[src/rtl/mdio_pkg.sv]
// Shared types and constants for the MDIO PHY-side peripheral and its helpers.
package mdio_pkg;

    localparam int unsigned FRAME_BITS    = 32;
    localparam int unsigned HDR_LAST_BIT  = 13;
    localparam int unsigned TA_LAST_BIT   = 15;
    localparam int unsigned DATA_LAST_BIT = 31;
    localparam int unsigned CNT_W         = 5;
    localparam int unsigned ADDR_W        = 5;
    localparam int unsigned DATA_W        = 16;
    localparam int unsigned HDR_W         = 14;

    localparam logic [1:0] OP_WRITE = 2'b01;
    localparam logic [1:0] OP_READ  = 2'b10;
    localparam logic [1:0] ST_CODE  = 2'b01;

    typedef enum logic [2:0] {
        IDLE,
        HEADER,
        TURNAROUND,
        WRITE_DATA,
        READ_DATA,
        SKIP
    } state_e;

    // Frame bits 0..13 as they sit in the shift register after edge 13
    typedef struct packed {
        logic [1:0]        st;
        logic [1:0]        op;
        logic [ADDR_W-1:0] phyad;
        logic [ADDR_W-1:0] regad;
    } mdio_hdr_t;

    function automatic logic hdr_accept(input mdio_hdr_t hdr, input logic [ADDR_W-1:0] phy);
        return (hdr.st == ST_CODE) && ((hdr.op == OP_WRITE) || (hdr.op == OP_READ))
               && (hdr.phyad == phy);
    endfunction

endpackage

[src/rtl/mdio_if.sv]
// MDIO pins plus PHY register file port; slave is the peripheral's view.
interface mdio_if;
    import mdio_pkg::*;

    logic              MDC;
    logic              MDIO_OUT;
    logic              MDIO_OE;
    logic              MDIO_IN;
    logic              MDIO_IN_OE;
    logic [ADDR_W-1:0] ADDR;
    logic [DATA_W-1:0] WR_DATA;
    logic              WR_STB;
    logic [DATA_W-1:0] RD_DATA;

    modport master (
        output MDC, MDIO_OUT, MDIO_OE, RD_DATA,
        input  MDIO_IN, MDIO_IN_OE, ADDR, WR_DATA, WR_STB
    );

    modport slave (
        input  MDC, MDIO_OUT, MDIO_OE, RD_DATA,
        output MDIO_IN, MDIO_IN_OE, ADDR, WR_DATA, WR_STB
    );

endinterface

[src/rtl/mdc_edge_detect.sv]
// Samples MDC in the clk domain and flags its rising edge for one clk.
module mdc_edge_detect (
    input  logic clk,
    input  logic reset,
    input  logic mdc_i,
    output logic rise_c_o
);

    logic mdc_q;

    always_ff @(posedge clk) begin
        if (reset) begin
            mdc_q <= 1'b0;
        end else begin
            mdc_q <= mdc_i;
        end
    end

    assign rise_c_o = mdc_i & ~mdc_q;

endmodule

[src/rtl/mdio_peripheral.sv]
// Decodes Clause-22 MDIO frames into register-file writes and serial read-back.
module mdio_peripheral
    import mdio_pkg::*;
#(
    parameter logic [ADDR_W-1:0] PHY_ADDR = 5'd0
) (
    input logic   clk,
    input logic   reset,
    mdio_if.slave bus
);

    logic mdc_rise;

    mdc_edge_detect u_edge (
        .clk      (clk),
        .reset    (reset),
        .mdc_i    (bus.MDC),
        .rise_c_o (mdc_rise)
    );

    state_e            state_q, state_d;
    logic [CNT_W-1:0]  cnt_q, cnt_d;
    logic [DATA_W-1:0] sh_q, sh_d;
    logic              rd_q, rd_d;
    logic [ADDR_W-1:0] addr_q, addr_d;
    logic [DATA_W-1:0] wr_data_q, wr_data_d;
    logic              wr_stb_q, wr_stb_d;
    logic              mdio_in_q, mdio_in_d;
    logic              in_oe_q, in_oe_d;

    logic [DATA_W-1:0] sh_next;
    mdio_hdr_t         hdr;

    assign sh_next = {sh_q[DATA_W-2:0], bus.MDIO_OUT};
    assign hdr     = mdio_hdr_t'(sh_next[HDR_W-1:0]);

    always_ff @(posedge clk) begin
        if (reset) begin
            state_q   <= IDLE;
            cnt_q     <= '0;
            sh_q      <= '0;
            rd_q      <= 1'b0;
            addr_q    <= '0;
            wr_data_q <= '0;
            wr_stb_q  <= 1'b0;
            mdio_in_q <= 1'b0;
            in_oe_q   <= 1'b0;
        end else begin
            state_q   <= state_d;
            cnt_q     <= cnt_d;
            sh_q      <= sh_d;
            rd_q      <= rd_d;
            addr_q    <= addr_d;
            wr_data_q <= wr_data_d;
            wr_stb_q  <= wr_stb_d;
            mdio_in_q <= mdio_in_d;
            in_oe_q   <= in_oe_d;
        end
    end

    always_comb begin
        state_d   = state_q;
        cnt_d     = cnt_q;
        sh_d      = sh_q;
        rd_d      = rd_q;
        addr_d    = addr_q;
        wr_data_d = wr_data_q;
        wr_stb_d  = 1'b0;
        mdio_in_d = mdio_in_q;
        in_oe_d   = in_oe_q;

        unique case (state_q)
            IDLE: begin
                if (mdc_rise && bus.MDIO_OE) begin
                    sh_d    = sh_next;
                    cnt_d   = CNT_W'(1);
                    state_d = HEADER;
                end
            end
            HEADER: begin
                if (!bus.MDIO_OE) begin
                    cnt_d   = '0;
                    state_d = IDLE;
                end else if (mdc_rise) begin
                    sh_d  = sh_next;
                    cnt_d = cnt_q + CNT_W'(1);
                    if (cnt_q == CNT_W'(HDR_LAST_BIT)) begin
                        if (hdr_accept(hdr, PHY_ADDR)) begin
                            addr_d  = hdr.regad;
                            rd_d    = (hdr.op == OP_READ);
                            state_d = TURNAROUND;
                        end else begin
                            state_d = SKIP;
                        end
                    end
                end
            end
            TURNAROUND: begin
                if (mdc_rise) begin
                    cnt_d = cnt_q + CNT_W'(1);
                    if (cnt_q == CNT_W'(TA_LAST_BIT)) begin
                        if (rd_q) begin
                            // Preshifted so sh_q[MSB] always holds the next bit to drive
                            sh_d      = {bus.RD_DATA[DATA_W-2:0], 1'b0};
                            mdio_in_d = bus.RD_DATA[DATA_W-1];
                            state_d   = READ_DATA;
                        end else begin
                            state_d = WRITE_DATA;
                        end
                    end else if (rd_q) begin
                        in_oe_d   = 1'b1;
                        mdio_in_d = 1'b0;
                    end
                end
            end
            WRITE_DATA: begin
                if (!bus.MDIO_OE) begin
                    cnt_d   = '0;
                    state_d = IDLE;
                end else if (mdc_rise) begin
                    sh_d  = sh_next;
                    cnt_d = cnt_q + CNT_W'(1);
                    if (cnt_q == CNT_W'(DATA_LAST_BIT)) begin
                        wr_data_d = sh_next;
                        wr_stb_d  = 1'b1;
                        cnt_d     = '0;
                        state_d   = IDLE;
                    end
                end
            end
            READ_DATA: begin
                if (mdc_rise) begin
                    cnt_d = cnt_q + CNT_W'(1);
                    if (cnt_q == CNT_W'(DATA_LAST_BIT)) begin
                        mdio_in_d = 1'b0;
                        in_oe_d   = 1'b0;
                        cnt_d     = '0;
                        state_d   = IDLE;
                    end else begin
                        mdio_in_d = sh_q[DATA_W-1];
                        sh_d      = {sh_q[DATA_W-2:0], 1'b0};
                    end
                end
            end
            SKIP: begin
                if (mdc_rise) begin
                    cnt_d = cnt_q + CNT_W'(1);
                    if (cnt_q == CNT_W'(DATA_LAST_BIT)) begin
                        cnt_d   = '0;
                        state_d = IDLE;
                    end
                end
            end
            default: begin
                cnt_d   = '0;
                state_d = IDLE;
            end
        endcase
    end

    assign bus.ADDR       = addr_q;
    assign bus.WR_DATA    = wr_data_q;
    assign bus.WR_STB     = wr_stb_q;
    assign bus.MDIO_IN    = mdio_in_q;
    assign bus.MDIO_IN_OE = in_oe_q;

endmodule
[src/flat_wrapper.sv]
// flat-port wrapper written by rule: the top's interface ports become plain ports
module mdio_peripheral_flat import mdio_pkg::*;
#(
    parameter logic [ADDR_W-1:0] PHY_ADDR = 5'd0
)
  (clk, reset, bus_MDC, bus_MDIO_OUT, bus_MDIO_OE, bus_RD_DATA, bus_MDIO_IN, bus_MDIO_IN_OE, bus_ADDR, bus_WR_DATA, bus_WR_STB);
  mdio_if bus_i ();
  input logic clk;
  input logic reset;
  input wire logic [$bits(bus_i.MDC)-1:0] bus_MDC;
  input wire logic [$bits(bus_i.MDIO_OUT)-1:0] bus_MDIO_OUT;
  input wire logic [$bits(bus_i.MDIO_OE)-1:0] bus_MDIO_OE;
  input wire logic [$bits(bus_i.RD_DATA)-1:0] bus_RD_DATA;
  output wire logic [$bits(bus_i.MDIO_IN)-1:0] bus_MDIO_IN;
  output wire logic [$bits(bus_i.MDIO_IN_OE)-1:0] bus_MDIO_IN_OE;
  output wire logic [$bits(bus_i.ADDR)-1:0] bus_ADDR;
  output wire logic [$bits(bus_i.WR_DATA)-1:0] bus_WR_DATA;
  output wire logic [$bits(bus_i.WR_STB)-1:0] bus_WR_STB;
  assign bus_i.MDC = bus_MDC;
  assign bus_i.MDIO_OUT = bus_MDIO_OUT;
  assign bus_i.MDIO_OE = bus_MDIO_OE;
  assign bus_i.RD_DATA = bus_RD_DATA;
  assign bus_MDIO_IN = bus_i.MDIO_IN;
  assign bus_MDIO_IN_OE = bus_i.MDIO_IN_OE;
  assign bus_ADDR = bus_i.ADDR;
  assign bus_WR_DATA = bus_i.WR_DATA;
  assign bus_WR_STB = bus_i.WR_STB;
  mdio_peripheral #(.PHY_ADDR(PHY_ADDR)) u_core (.clk(clk), .reset(reset), .bus(bus_i));
endmodule
[config.mk]
export PLATFORM = sky130hd
export DESIGN_NAME = mdio_peripheral_flat
export DESIGN_NICKNAME = d
export VERILOG_FILES = /design/src/rtl/mdio_pkg.sv /design/src/rtl/mdio_if.sv /design/src/rtl/mdc_edge_detect.sv /design/src/rtl/mdio_peripheral.sv /design/src/flat_wrapper.sv
export SDC_FILE = /design/constraint.sdc
export NUM_CORES = 1
export LEC_CHECK = 0
export CORE_MARGIN = 2
export CORE_UTILIZATION = 43
export CTS_BUF_LIST = sky130_fd_sc_hd__clkbuf_2 sky130_fd_sc_hd__clkbuf_4 sky130_fd_sc_hd__clkbuf_8
export CTS_CLUSTER_DIAMETER = 40
export DETAILED_ROUTE_END_ITERATION = 6
export PLACE_DENSITY = 0.79
export SLEW_MARGIN = 5
export SYNTH_ARGS = -nofsm -noshare
export SYNTH_HDL_FRONTEND = slang
export SYNTH_SLANG_ARGS = --single-unit
[constraint.sdc]
create_clock -name clk -period 1.9 [get_ports clk]
set_input_delay 0.19 -clock clk [delete_from_list [all_inputs] [get_ports clk]]
set_output_delay 0.19 -clock clk [all_outputs]
set_load 0.1 [all_outputs]
# [After elaboration in Yosys (flattened, before gate mapping)]
# Cells that the tools add are included.
[word_totals] regBits=50 input_bits=21 word_cells=98
[op_classes] addsub=1 eq_ne=23 muxes=42 bitwise_logic=5 reduce_logical=17
[op_table] op="16-bit two-way mux" count=8
[op_table] op="16-bit one-hot mux with 4 select lines" count=1
[op_table] op="3-bit two-way mux" count=11
[op_table] op="5-bit two-way mux" count=6
[op_table] op="5-bit one-hot mux with 5 select lines" count=1
[op_table] op="2-bit by 1-bit inequality test with 1-bit output (second input constant)" count=8
[op_table] op="3-bit one-hot mux with 5 select lines" count=1
[op_table] op="1-bit two-way mux" count=12
[op_table] op="5-bit by 4-bit == test with 1-bit output (second input constant)" count=2
[op_table] op="5-bit AND reduction" count=2
[op_table] op="9-bit AND reduction" count=1
[op_table] op="4-bit AND reduction" count=2
[op_table] op="3-bit by 2-bit == test with 1-bit output (second input constant)" count=2
[op_table] op="3-bit == test (second input constant)" count=2
[op_table] op="3-bit by 2-bit inequality test with 1-bit output (second input constant)" count=2
[op_table] op="6-bit AND reduction" count=1
[op_table] op="5-bit by 1-bit adder with 5-bit output (second input constant)" count=1
[op_table] op="5-bit == test (second input constant)" count=1
[op_table] op="5-bit logical NOT" count=1
[op_table] op="2-bit by 1-bit == test with 1-bit output (second input constant)" count=2
[op_table] op="2-bit inequality test (second input constant)" count=2
[op_table] op="1-bit NOT" count=4
[op_table] op="1-bit one-hot mux with 2 select lines" count=2
[op_table] op="4-bit nonzero test" count=1
[op_table] op="other kinds (9)" count=12

# [Depth between registers and ports, before layout]
# Gate-level depths: netlist of the first run.
[depth] word_depth=9 depth_mapped=9 ltp_nobuf=8

# [Cells and area by module]
# Synthesis of the first run repeated with hierarchy kept, for this count alone.
[hier_totals] hier_cells=309 area_unflattened_um2=2691.3
[modules_own_cells] module="mdio_peripheral" n_inst=1 cells_per_inst=306 area_each_um2=2643.8 seq_area_each_um2=980.9
[modules_own_cells] module="mdc_edge_detect" n_inst=1 cells_per_inst=3 area_each_um2=47.5 seq_area_each_um2=20.0

# [Worst setup path before layout of the first run]
# No wires, ideal clock.
[synth_path] kind="reg2reg" startpoint="register u_core.cnt_q[0]" endpoint="register u_core.sh_q[15]" setup_ns=0.145 arrival_time_ns=1.902 t_required_ns=1.755 path_slack_ns=-0.146 path_stages_with_launch=10 n_path_buf=1 synth_period_minus_slack_ns=2.046 cell_sequence="dfxtp_1 -> ha_1 -> and3_1 -> ha_1 -> mux2_2 -> a211oi_2 -> a221oi_4 -> buf_6 -> nor2_1 -> a211oi_2"
[synth_via] elab_chain_len=3 word_cells_on_any_way=5
[synth_lines] element="from (decl)" line="mdio_peripheral.sv:22" rtl="logic [CNT_W-1:0] cnt_q, cnt_d;"
[synth_lines] element="from (signal assigned)" line="mdio_peripheral.sv:50" rtl="cnt_q <= cnt_d;"
[synth_lines] element="5-bit == test / 5-bit by 4-bit == test with 1-bit output (equally long branches)" line="mdio_peripheral.sv:134, mdio_peripheral.sv:101"
[synth_lines] element="2-bit inequality test (no source line) / 2-bit by 1-bit inequality test with 1-bit output (equally long branches)"
[synth_lines] element="9-bit AND reduction (no source line) *"
[synth_lines] element="to (signal assigned)" line="mdio_peripheral.sv:41" rtl="sh_q <= '0;"
[synth_lines] element="to (signal assigned)" line="mdio_peripheral.sv:51" rtl="sh_q <= sh_d;"
[synth_lines] element="to (decl)" line="mdio_peripheral.sv:23" rtl="logic [DATA_W-1:0] sh_q, sh_d;"
# Mark *: on every way between the ends. The rest lies on a longest branch, timed or not.
# A chain may end at the register's enable or synchronous reset.

# [Final worst setup path of the first run]
[layout_path] startpoint="register u_core.cnt_q[0]" endpoint="register u_core.sh_q[0]"
# Same word-level chain as after synthesis.

==> results_dict.tcl, run 1 <==
set metrics [dict create \
    status "complete, but fails checks" \
    violations "negative setup slack" \
    portBuffers 44 \
    start_kind "flip-flop" \
    io_pins 45 \
    cts_tree "yes" \
    post-route-drc-count 0 \
    cp.arrival_ns 2.17 \
    antenna_found_initial 0 \
    stdcell_count 418 \
    min_path_type "input port to flip-flop" \
    dieWidth_um 79.9 \
    syn-instance-count 277 \
    grt_max_degree 28 \
    max_cap_violations 0 \
    hpwl_mm 4.26 \
    wl_per_cell_um 15.1 \
    ir_drop_v 0.000436 \
    syn2layout_area_growth_pct 36.8 \
    ys.flop_type "dfxtp_1" \
    worstSetupEndpoint "u_core.sh_q[0]$_SDFFE_PP0P_" \
    layout_common_cells "buf_4, dfxtp_1, nand2_1" \
    numCtsBuffers 5 \
    drt_iter0_markers 125 \
    insertion_delay_ns 0.31 \
    initial_core_util 0.447 \
    final.min_clock_period_ns 1.97 \
    r2r-end "u_core.sh_q[0]$_SDFFE_PP0P_" \
    dieHeight_um 79.9 \
    cp_max_fo 26 \
    via_per_inst 5.40 \
    syn_avg_cell_area_um2 8.95 \
    fin_crit_sh 1.04 \
    ys_async_sr_fraction 0 \
    core-area_um2 5540 \
    rr_worst_depth 9 \
    critPathKind "flip-flop to flip-flop" \
    root_buffer "clkbuf_8" \
    cts-htree-levels 2 \
    p_per_area_nw_per_um2 798 \
    p_leak_uw 0.00122 \
    r2r-start "u_core.cnt_q[0]$_SDFFE_PP0P_" \
    cp-end-kind "flip-flop" \
    final_net_count 371 \
    timing.fmax_ghz 0.508 \
    grt_pass1_wl_mm 9.88 \
    synth_fp_nets 303 \
    drive_gt1_frac 0.347 \
    netlist_area_um2 2480 \
    vias 2258 \
    worstPathRequired_ns 2.10 \
    power.total_uw 2700 \
    clkSinkCount 50 \
    diodes 0 \
    rsz0062_at_grt "yes" \
    grt_pass1_vias 2076 \
    worst_slew_pin_slew_ns 0.695 \
    die_area_um2 6390 \
    setup_viol_count_final 18 \
    cts.clk_slew.worst_paths_ns 0.11 \
    drv_slew 0 \
    finClkSkew_ns 0.0141 \
    yosysWarnings 0 \
    row_count 27 \
    crit_start "u_core.cnt_q[0]$_SDFFE_PP0P_" \
    grt_use_total 0.196 \
    ys_seq_elements 50 \
    reg2reg_slack_ns -0.07 \
    synth_edf_count 0 \
    hold_viol_final 0 \
    antenna_left 0 \
    place_ws_ns -0.179 \
    maxSlewHeadroom 0.533 \
    dp_cells 406 \
    ctsLongestPathBuffers 2 \
    finalWorstSetupSlack_ns -0.0698 \
    ys_seq_area_frac 0.404 \
    routed_wl_mm 6.30 \
    drt_pass1_iterations 4 \
    gp_congestion 0.835 \
    synthDistinctLibCells 49 \
    final_common_cell "buf_4" \
    grt_remaining_overflow 0 \
]
==> sequential cells by signal, summed over array words and instances, names as in the netlist <==
register	cells
u_core.u_edge.mdc_q	1
u_core.bus.WR_DATA	16
u_core.sh_q	16
u_core.bus.ADDR	5
u_core.cnt_q	5
u_core.bus.MDIO_IN	1
u_core.state_q	3
u_core.bus.WR_STB	1
u_core.bus.MDIO_IN_OE	1
u_core.rd_q	1
==> worst max-delay path, stage by stage, from the launching register on <==
cell      delay (ns)
dfxtp_2         0.35
ha_4            0.16
and3_4          0.19
ha_4            0.16
mux2_4          0.26
a211oi_4        0.29
a221oi_4        0.07
buf_12          0.19
nand3_1         0.13
a21oi_2         0.06
==> final cells by class <==
type	instances	area, um^2
clock buffer	6	82.6
clock inverter	2	16.3
fill	483	2150
inverter	6	22.5
multi-input combinational	204	1500
sequential	50	1010
tap	72	90.1
timing repair buffer	78	668
==> metrics by stage <==
step / hold WS [ns] / area (um^2) / util / setup TNS [ns]
after floorplan: 0.318 / 2540 / - / 0
after global placement: 0.443 / 3180 / 0.573 / -1.48
after detailed placement: 0.447 / 3180 / 0.573 / -3.39
after CTS: 0.323 / 3300 / 0.596 / -0.911
after global routing: 0.363 / 3390 / 0.612 / -2.03
final: 0.326 / 3390 / 0.612 / -0.764
==> cell families (layout without fill, tap and decap cells) <==
family	Yosys count	after routing	share of synthesized area
compound gates	70	70	0.213
fa+ha+maj	5	5	0.0252
buf+inv	23	92	0.0500
flops	50	50	0.404
mux	23	23	0.0934
simple gates	106	106	0.215
==> per-layer routing <==
metal / global-route usage / wire (um) / vias to the layer above / share of wire
met2: 0.333 / 3090 / 57 / 0.49
met5: 0 / 0 / - / 0
li1: - / - / 1114 / -
met1: 0.252 / 2860 / 1081 / 0.45
met3: 0.0373 / 287 / 6 / 0.046
met4: 0.0610 / 59 / 0 / 0.0094
==> repair_timing <==
item / 4_1_cts / 5_1_grt
pin swaps: 2 / 6
hold buffers: 0 / 0
buffers inserted: 1 / 3
resized for setup: 4 / 14
setup endpoints to repair: 18 / 44
==> synth_stat cells, types with 3 or more instances <==
library cell / number / area, um^2
nand3_1: 3 / 15.0
o21ai_1: 4 / 20.0
buf_2: 6 / 30.0
o21ai_0: 7 / 35.0
ha_1: 5 / 62.6
nand2b_1: 4 / 25.0
nor2b_1: 3 / 18.8
mux2i_1: 22 / 220
nor2_1: 32 / 120
inv_1: 6 / 22.5
nand2_1: 38 / 143
a21oi_1: 25 / 125
a211oi_2: 15 / 188
clkbuf_1: 6 / 22.5
nor3_1: 3 / 15.0
dfxtp_1: 50 / 1000
nand3b_1: 4 / 30.0
buf_6: 3 / 33.8
a211oi_1: 3 / 22.5
==> power breakdown <==
| group | leakage, uW | internal (uW) | switching, uW | total (uW) |
|---|---|---|---|---|
| Sequential | 0.000409 | 1140 | 126 | 1270 |
| Clock | 0.0000478 | 301 | 392 | 693 |
| Combinational | 0.000762 | 366 | 376 | 741 |
| Total | 0.00122 | 1810 | 893 | 2700 |
==> worst min path at each step <==
| stage | from | end | slack [ns] | cells after the start |
|---|---|---|---|---|
| after floorplan | bus_MDC | u_core.u_edge.mdc_q$_SDFF_PP0_ | 0.32 | 1 |
| after global placement | u_core.bus.WR_DATA[6]$_SDFFE_PP0P_ | u_core.bus.WR_DATA[6]$_SDFFE_PP0P_ | 0.44 | 2 |
| after detailed placement | u_core.bus.WR_DATA[5]$_SDFFE_PP0P_ | u_core.bus.WR_DATA[5]$_SDFFE_PP0P_ | 0.45 | 2 |
| after CTS | reset | u_core.bus.ADDR[1]$_SDFFE_PP0P_ | 0.32 | 2 |
| after global routing | reset | u_core.sh_q[0]$_SDFFE_PP0P_ | 0.36 | 2 |
| final | reset | u_core.bus.ADDR[1]$_SDFFE_PP0P_ | 0.33 | 2 |
No activity file was read; power rests on OpenSTA's default activity.
==> run 2, diff against run 1 <==
CAP_MARGIN = 20   (was not set)
CTS_CLUSTER_SIZE = 8   (was not set)
PLACE_DENSITY = 0.77   (was 0.79)
clock period = 2.1 ns   (was 1.9 ns; I/O delays follow)
==> results_dict.tcl, run 2 (synthesis gave the netlist of run 1 again) <==
set metrics [dict create \
    final.min_clock_period_ns 2.03 \
    cts_tree "yes" \
    cp.arrival_ns 2.25 \
    grt_pass1_wl_mm 9.27 \
    timing.fmax_ghz 0.494 \
    syn2layout_area_growth_pct 27.9 \
    grt_max_degree 40 \
    cp_max_fo 10 \
    setup_viol_count_final 0 \
    worst_slew_pin_slew_ns 0.494 \
    wl_per_cell_um 14.5 \
    grt_use_total 0.185 \
    fill_cells 500 \
    drt_pass1_iterations 4 \
    cts_setup_buffers 0 \
    via_per_inst 5.38 \
    fin_crit_sh 0.964 \
    power.total_uw 2290 \
    portBuffers 44 \
    routed_wl_mm 5.86 \
    antenna_left 0 \
    row_count 27 \
    die_area_um2 6390 \
    layout_common_cells "dfxtp_1, buf_4, nand2_1" \
    gp_congestion 0.885 \
    io_pins 45 \
    post-route-drc-count 0 \
    cts_hold_buf 0 \
    grt_pass1_vias 1977 \
    start_kind "flip-flop" \
    ctsLongestPathBuffers 2 \
    drive_gt1_frac 0.242 \
    regArea_um2 1000 \
    critPathKind "flip-flop to flip-flop" \
    max_stage_delay_ns 0.34 \
    clkSinkCount 50 \
    core-area_um2 5540 \
    final_common_cell "dfxtp_1" \
    root_buffer "clkbuf_8" \
    grt_remaining_overflow 0 \
    min_path_type "input port to flip-flop" \
    worst_hold_slack_ns 0.220 \
    diodes 0 \
    cts-htree-levels 2 \
    worstPathRequired_ns 2.32 \
    maxSlewHeadroom 0.670 \
    vias 2168 \
    dieWidth_um 79.9 \
    rsz0062_at_grt "yes" \
    ir_drop_v 0.000365 \
    insertion_delay_ns 0.31 \
    dieHeight_um 79.9 \
    status "complete, no violations" \
    reg2reg_slack_ns 0.07 \
    p_leak_uw 0.00113 \
    drt_iter0_markers 89 \
    max_cap_violations 0 \
    multi_input_area_um2 1410 \
    crit_chain "ha_4 > and3_4 > ha_1 > nand2b_2 > a221oi_4 > buf_4 > nor2_1 > a211oi_1" \
    cp-end-kind "flip-flop" \
    cp_slowest_cell "dfxtp_2" \
    cts.clk_slew.worst_paths_ns 0.10 \
    numCtsBuffers 5 \
    drv_slew 0 \
    initial_core_util 0.447 \
    finClkSkew_ns 0.0115 \
    antenna_found_initial 0 \
    final_net_count 356 \
    p_per_area_nw_per_um2 723 \
    hold_viol_final 0 \
    hpwl_mm 4.08 \
]
==> run 2: layer usage <==
metal | up-vias | GRT usage | share of wire
met5 | - | 0 | 0
met4 | 0 | 0.0831 | 0.017
met3 | 9 | 0.0260 | 0.049
met2 | 61 | 0.304 | 0.47
met1 | 1023 | 0.240 | 0.46
li1 | 1075 | - | -
==> run 2: final cells by class <==
cell class / instances / area share
clock buffer: 6 / 0.0260
tap: 72 / 0.0284
inverter: 6 / 0.00710
clock inverter: 2 / 0.00513
sequential: 50 / 0.316
timing repair buffer: 63 / 0.171
multi-input combinational: 204 / 0.446
==> run 2: final timing paths <==
check	to	depth (start not counted)	startpoint
max	u_core.sh_q[1]$_SDFFE_PP0P_	8	u_core.cnt_q[0]$_SDFFE_PP0P_
min	u_core.bus.ADDR[4]$_SDFFE_PP0P_	2	reset
max reg2reg	u_core.sh_q[1]$_SDFFE_PP0P_	8	u_core.cnt_q[0]$_SDFFE_PP0P_
min reg2reg	u_core.bus.WR_DATA[2]$_SDFFE_PP0P_	2	u_core.bus.WR_DATA[2]$_SDFFE_PP0P_
==> run 2: power by group <==
group          switching (uW)  internal (uW)  leakage, uW  total, uW
Clock                     344            272    0.0000478        616
Combinational             288            259     0.000671        547
Sequential               98.3           1030     0.000407       1130
==> run 2: per-stage QoR <==
stage	utilization	TNS (ns)	worst slack [ns]	instances	instance area, um^2
2_1_floorplan	-	0	0.0536	277	2480
3_3_place_gp	0.544	-0.121	-0.0301	395	3020
3_5_place_dp	0.544	-0.360	-0.0718	395	3020
4_1_cts	0.564	0	0.0236	403	3120
5_1_grt	0.572	-0.00624	-0.00390	403	3170
6_report	0.572	0	0.0746	403	3170
==> run 2: worst max-delay path: cells and delay by family (launching register included) <==
kind                       cells  cell delay, ns
DFF                            1            0.34
adders and majority gates      2            0.38
AOI/OAI and AO/OA              2            0.55
buffers and inverters          1            0.23
and+or+nand+nor                3            0.45
==> run 2: repair_timing <==
item                                    4_1_cts  5_1_grt
pin swaps                                     1        1
gates resized for setup                       1       10
endpoints found under the setup margin        8       27
==> run 3, diff against run 2 <==
ABC_CLOCK_PERIOD_IN_PS = 2100   (was not set)
==> results of run 3 <==
No change in the layout: final DEF, timing and power equal those of run 2.
